<file path="config.mk">
export PLATFORM = sky130hd
export DESIGN_NAME = reg_writeback
export DESIGN_NICKNAME = d
export VERILOG_FILES = /design/src/rtl/comp_pkg.sv /design/src/rtl/reg_scoreboard.sv /design/src/rtl/reg_writeback.sv
export SDC_FILE = /design/constraint.sdc
export NUM_CORES = 2
export LEC_CHECK = 0
export CAP_MARGIN = 30
export CORE_UTILIZATION = 55
export CTS_CLUSTER_DIAMETER = 50
export CTS_CLUSTER_SIZE = 40
export DETAILED_ROUTE_END_ITERATION = 8
export PLACE_DENSITY_LB_ADDON = 0.12
export SYNTH_ARGS = -nofsm -noshare
export SYNTH_HDL_FRONTEND = slang
export SYNTH_SLANG_ARGS = --single-unit
</file>
<file path="constraint.sdc">
create_clock -name sys_clk -period 7.2 [get_ports sys_clk]
set_clock_uncertainty 0.1 [all_clocks]
set_input_delay 1.44 -clock sys_clk [delete_from_list [all_inputs] [get_ports sys_clk]]
set_output_delay 1.44 -clock sys_clk [all_outputs]
set_load 0.02 [all_outputs]
</file>
<file path="src/rtl/comp_pkg.sv">
// Shared widths and types for the register file and its busy-bit scoreboard.
package comp_pkg;
    localparam int unsigned XLEN       = 32;
    localparam int unsigned REG_ADDR_W = 5;
    localparam int unsigned NREGS      = 32;
    localparam int unsigned CNT_W      = 16;

    typedef logic [REG_ADDR_W-1:0] reg_addr_t;
    typedef logic [XLEN-1:0]       word_t;
endpackage

</file>
<file path="src/rtl/reg_scoreboard.sv">
// Per-register busy bits: set when an issue reserves a destination, cleared by its writeback.
module reg_scoreboard #(
    parameter int unsigned NREGS = comp_pkg::NREGS
) (
    input  logic                      clk,
    input  logic                      rst_n,
    input  logic                      iss_valid,
    input  comp_pkg::reg_addr_t       iss_rd,
    input  logic                      wb_valid,
    input  comp_pkg::reg_addr_t       wb_rd,
    output logic                      iss_ready_c,
    output logic [NREGS-1:0]          busy
);
    import comp_pkg::*;

    logic [NREGS-1:0] busy_q;
    logic [NREGS-1:0] busy_d;
    logic             wb_hit;
    logic             iss_fire;

    // A writeback to the same register frees it this cycle, so a new issue may reserve it again.
    always_comb begin
        wb_hit      = wb_valid && (wb_rd != '0);
        iss_ready_c = (iss_rd == '0) || !busy_q[iss_rd] || (wb_valid && (wb_rd == iss_rd));
        iss_fire    = iss_valid && iss_ready_c && (iss_rd != '0);
        busy_d      = busy_q;
        if (wb_hit) begin
            busy_d[wb_rd] = 1'b0;
        end
        // Issue is applied last so a same-cycle issue and writeback leave the bit set.
        if (iss_fire) begin
            busy_d[iss_rd] = 1'b1;
        end
    end

    always_ff @(posedge clk or negedge rst_n) begin
        if (!rst_n) begin
            busy_q <= '0;
        end else begin
            busy_q <= busy_d;
        end
    end

    assign busy = busy_q;
endmodule

</file>
<file path="src/rtl/reg_writeback.sv">
// Register file with two combinational read ports, writeback port, busy tracking and write counter.
// Optional same-cycle writeback forwarding to the read ports when REGFILE_BYPASS_EN is defined.
module reg_writeback #(
    parameter int unsigned XLEN  = comp_pkg::XLEN,
    parameter int unsigned NREGS = comp_pkg::NREGS
) (
    input  logic                        sys_clk,
    input  logic                        sys_rst,
    input  comp_pkg::reg_addr_t         rs1_addr,
    output logic [XLEN-1:0]             rs1_data,
    input  comp_pkg::reg_addr_t         rs2_addr,
    output logic [XLEN-1:0]             rs2_data,
    output logic                        rs1_busy,
    output logic                        rs2_busy,
    input  logic                        iss_valid,
    input  comp_pkg::reg_addr_t         iss_rd,
    output logic                        iss_ready,
    input  logic                        wb_valid,
    input  comp_pkg::reg_addr_t         wb_rd,
    input  logic [XLEN-1:0]             wb_data,
    output logic                        wb_err,
    output logic [comp_pkg::CNT_W-1:0]  wr_count
);
    import comp_pkg::*;

    logic [XLEN-1:0]  regs_q [NREGS];
    logic [XLEN-1:0]  regs_d [NREGS];
    logic [NREGS-1:0] busy;
    logic [CNT_W-1:0] wr_count_q;
    logic [CNT_W-1:0] wr_count_d;
    logic             wb_err_q;
    logic             wb_err_d;
    logic             wb_hit;

    reg_scoreboard #(.NREGS(NREGS)) u_scoreboard (
        .clk         (sys_clk),
        .rst_n       (sys_rst),
        .iss_valid   (iss_valid),
        .iss_rd      (iss_rd),
        .wb_valid    (wb_valid),
        .wb_rd       (wb_rd),
        .iss_ready_c (iss_ready),
        .busy        (busy)
    );

    // Commit path: writes to x0 are dropped and never counted.
    always_comb begin
        wb_hit     = wb_valid && (wb_rd != '0);
        regs_d     = regs_q;
        wr_count_d = wr_count_q;
        wb_err_d   = wb_hit && !busy[wb_rd];
        if (wb_hit) begin
            regs_d[wb_rd] = wb_data;
            wr_count_d    = wr_count_q + CNT_W'(1);
        end
    end

    always_ff @(posedge sys_clk or negedge sys_rst) begin
        if (!sys_rst) begin
            for (int i = 0; i < int'(NREGS); i++) begin
                regs_q[i] <= '0;
            end
            wr_count_q <= '0;
            wb_err_q   <= 1'b0;
        end else begin
            regs_q     <= regs_d;
            wr_count_q <= wr_count_d;
            wb_err_q   <= wb_err_d;
        end
    end

    // Read ports; x0 is hard-wired to zero and never busy.
    always_comb begin
        rs1_data = (rs1_addr == '0) ? '0 : regs_q[rs1_addr];
        rs1_busy = (rs1_addr != '0) && busy[rs1_addr];
        rs2_data = (rs2_addr == '0) ? '0 : regs_q[rs2_addr];
        rs2_busy = (rs2_addr != '0) && busy[rs2_addr];
`ifdef REGFILE_BYPASS_EN
        if (wb_hit && (wb_rd == rs1_addr)) begin
            rs1_data = wb_data;
            rs1_busy = 1'b0;
        end
        if (wb_hit && (wb_rd == rs2_addr)) begin
            rs2_data = wb_data;
            rs2_busy = 1'b0;
        end
`endif
    end

    assign wb_err   = wb_err_q;
    assign wr_count = wr_count_q;
endmodule

</file>
==> metrics.txt <==
GR peak layer=met2; nets=3760; Hold EP=regs_q[1015]; Clock Path Buffers=3; Flop pwr share=42.5%; Sum Neg Setup Slack=0 ps; Final Hold Vio Count=0; Slew Limit Fails=0; total number of vias=36402; worst reg2reg path depth=5; placed cell count=4943; worst-margin pin slew=1100 ps; hold path depth=0; CP startpoint=rs1_addr[3]; met1 global-route usage=47.2%; Tmin final=6110 ps; # resized after CTS=0; Syn Area/Cell=15.5 µm²; 1st-iter DRT viols=3635; Syn Inst Count=3708; Synth Net Count=3765; num ports=140; Pwr Total=19.0 mW; Cell Pwr Density=291 nW/µm²; vias in the first global route=39080; Crit Path Class=in2out; Sw Share=27.9%; R2R Path Start=u_scoreboard.busy[5]; Max FO, Critical Path=23; Starting Density=55.6%; FF-to-FF setup slack=4770 ps; maxcap violations=0; Worst Setup End Kind=primary output; share of layout cells above drive strength 1=54.1%; leading cell types in the layout, fill and taps excluded=dfrtp_1, mux2_2, mux4_2; power share of the combinational group=21.2%; Pint=13.7 mW; first-pass GRT wire length=268000 µm; DP HPWL=110000 µm; clock latency on the worst-skew pair=740 ps; Largest delay share family, worst path=buffers and inverters; die height=326 µm; commonest non-fill, non-tap cell in the layout=dfrtp_1; site row count=118; Finished Layout Cells=5187; DRC viols=0; setup bufs post-CTS=0; reg2reg end=u_scoreboard.busy[31]; chip width=326 µm; CTS Sinks=1073; Crit path required time=5660 ps; worst path buffer plus inverter count=4; Post-synth top flop=dfrtp_1; relative max-transition margin=26.0%; slowest CP cell=clkdlybuf4s50_1; GRT overflow=0; Clock Power Share=36.2%; cell mode on critical path=buf_4; clk slew on worst S/H paths=60 ps; RSZ-0062 raised after global routing=false; # port buffers=139; FMAX=0.164 GHz; Core ar.=104000 µm²; DRT Pass-1 Iters=7; total wire length=180000 µm; synthesized flop and latch total=1073; Ys Warns=0; H-tree depth=4; Setup-failing EPs final=0; CTS tree=yes; CP Data Arrival Time=4570 ps; Routed Antenna Nets=0; CP Launch Type=input pin; Worst Hold Launch=regs_q[1015]; die area=106000 µm²; Synth-to-Final Area Change=13.0%; Root Buffer=clkbuf_16; mapped cell area=57600 µm²; Synth cell types=49; sequential area share after synthesis=46.6%; cts bufs inserted=130; DR vias/cell=7.02; pin count of the biggest net entering global routing=182; status=finished clean; initial antenna violation count=7; critical path, cell by cell=buf_4 -> nor2b_1 -> buf_4 -> nand2b_2 -> buf_4 -> o221ai_1 -> a221oi_1 -> nor3_1 -> clkdlybuf4s50_1; post-layout util=62.8%; WL/cell=34.7 µm; Post-synth EDFFs=0; Post-CTS Hold Buffers=0; period utilization=84.9%; max incr delay on CP=750 ps; VDD IR max=0.296 mV; met3 usage=6.44%; ys async rst share=100%; LEAKAGE=27.7 nW; Routability Congestion=0.877; switching pwr=5.29 mW; met2 GRT Util=54.9%; worst min-delay path category=reg2reg; GRT Util Overall=34.7%
[state kept, by name, indices dropped and copies added (netlist names)]
register / flops
wb_err: 1
regs_q: 1024
wr_count: 16
u_scoreboard.busy: 32
[power by group through the flow]
stage / Combinational, mW / Clock (mW) / Sequential [mW]
floorplan: 2.93 / 0 / 7.83
finish: 4.03 / 6.87 / 8.07
global placement: 3.91 / 0 / 7.98
detailed placement: 4.02 / 0 / 8.14
global route: 4.27 / 7.21 / 8.21
CTS: 4.04 / 6.96 / 8.03
[layer usage]
metal  part of all wire, %  up-vias  routed length, µm
met4                   4.7        2               8530
met5                0.0072        -                 13
li1                      -    14328                  -
met3                   7.6      482              13600
met1                    40    19852              71300
met2                    48     1738              86500
[cells by family (layout without fill, tap and decap cells)]
logic type	Yosys count	after routing	synth area share, %
mux	1711	1711	45.1
flops	1073	1073	46.6
buf+inv	478	573	3.79
simple gates	251	251	2.06
compound gates	174	174	2.09
xor+xnor	20	20	0.304
fa+ha+maj	1	1	0.0217
other cells	0	4	0
[layout make-up]
class	instances	area, µm²
Fill cell	7530	38600
Antenna cell	4	10.0
Clock buffer	157	3580
Clock inverter	75	910
Tap cell	1380	1730
Timing Repair Buffer	287	3090
Sequential cell	1073	26900
Multi-Input combinational cell	2157	28700
Inverter	54	203
[how the worst max path moves through the flow]
stage | to | slack [ps] | cells past startpoint
after detailed placement | rs1_data[9] | 1100 | 8
after global placement | rs1_data[9] | 1130 | 8
final | rs1_data[1] | 1090 | 9
after global routing | rs1_data[9] | 1090 | 8
after floorplan | rs1_data[20] | 2420 | 8
after CTS | rs1_data[9] | 1090 | 8
[through the flow]
stage / hold WS [ps] / area, µm² / setup slack (ps)
2_1_floorplan: 341 / 57600 / 2420
3_5_place_dp: 282 / 60400 / 1100
4_1_cts: 296 / 64900 / 1090
3_3_place_gp: 276 / 60200 / 1130
5_1_grt: 306 / 65100 / 1090
6_report: 296 / 65100 / 1090
[cell usage after synthesis (all sizes together) (9+ instances only)]
master     n  area, µm²
xnor2     17        149
a221oi    33        289
dfrtp   1073      26900
buf      186       1080
mux2i     82        821
nand2    106        398
nor3      35        180
mux2    1025      11500
clkbuf   238        896
mux4     604      13600
nor2      47        176
o221ai    29        254
nor2b     10       62.6
o22ai     18        113
nand3     10       50.1
a211oi     9       67.6
o21ai     61        305
inv       54        203
Note: power is estimated with default switching activity, not from simulation.
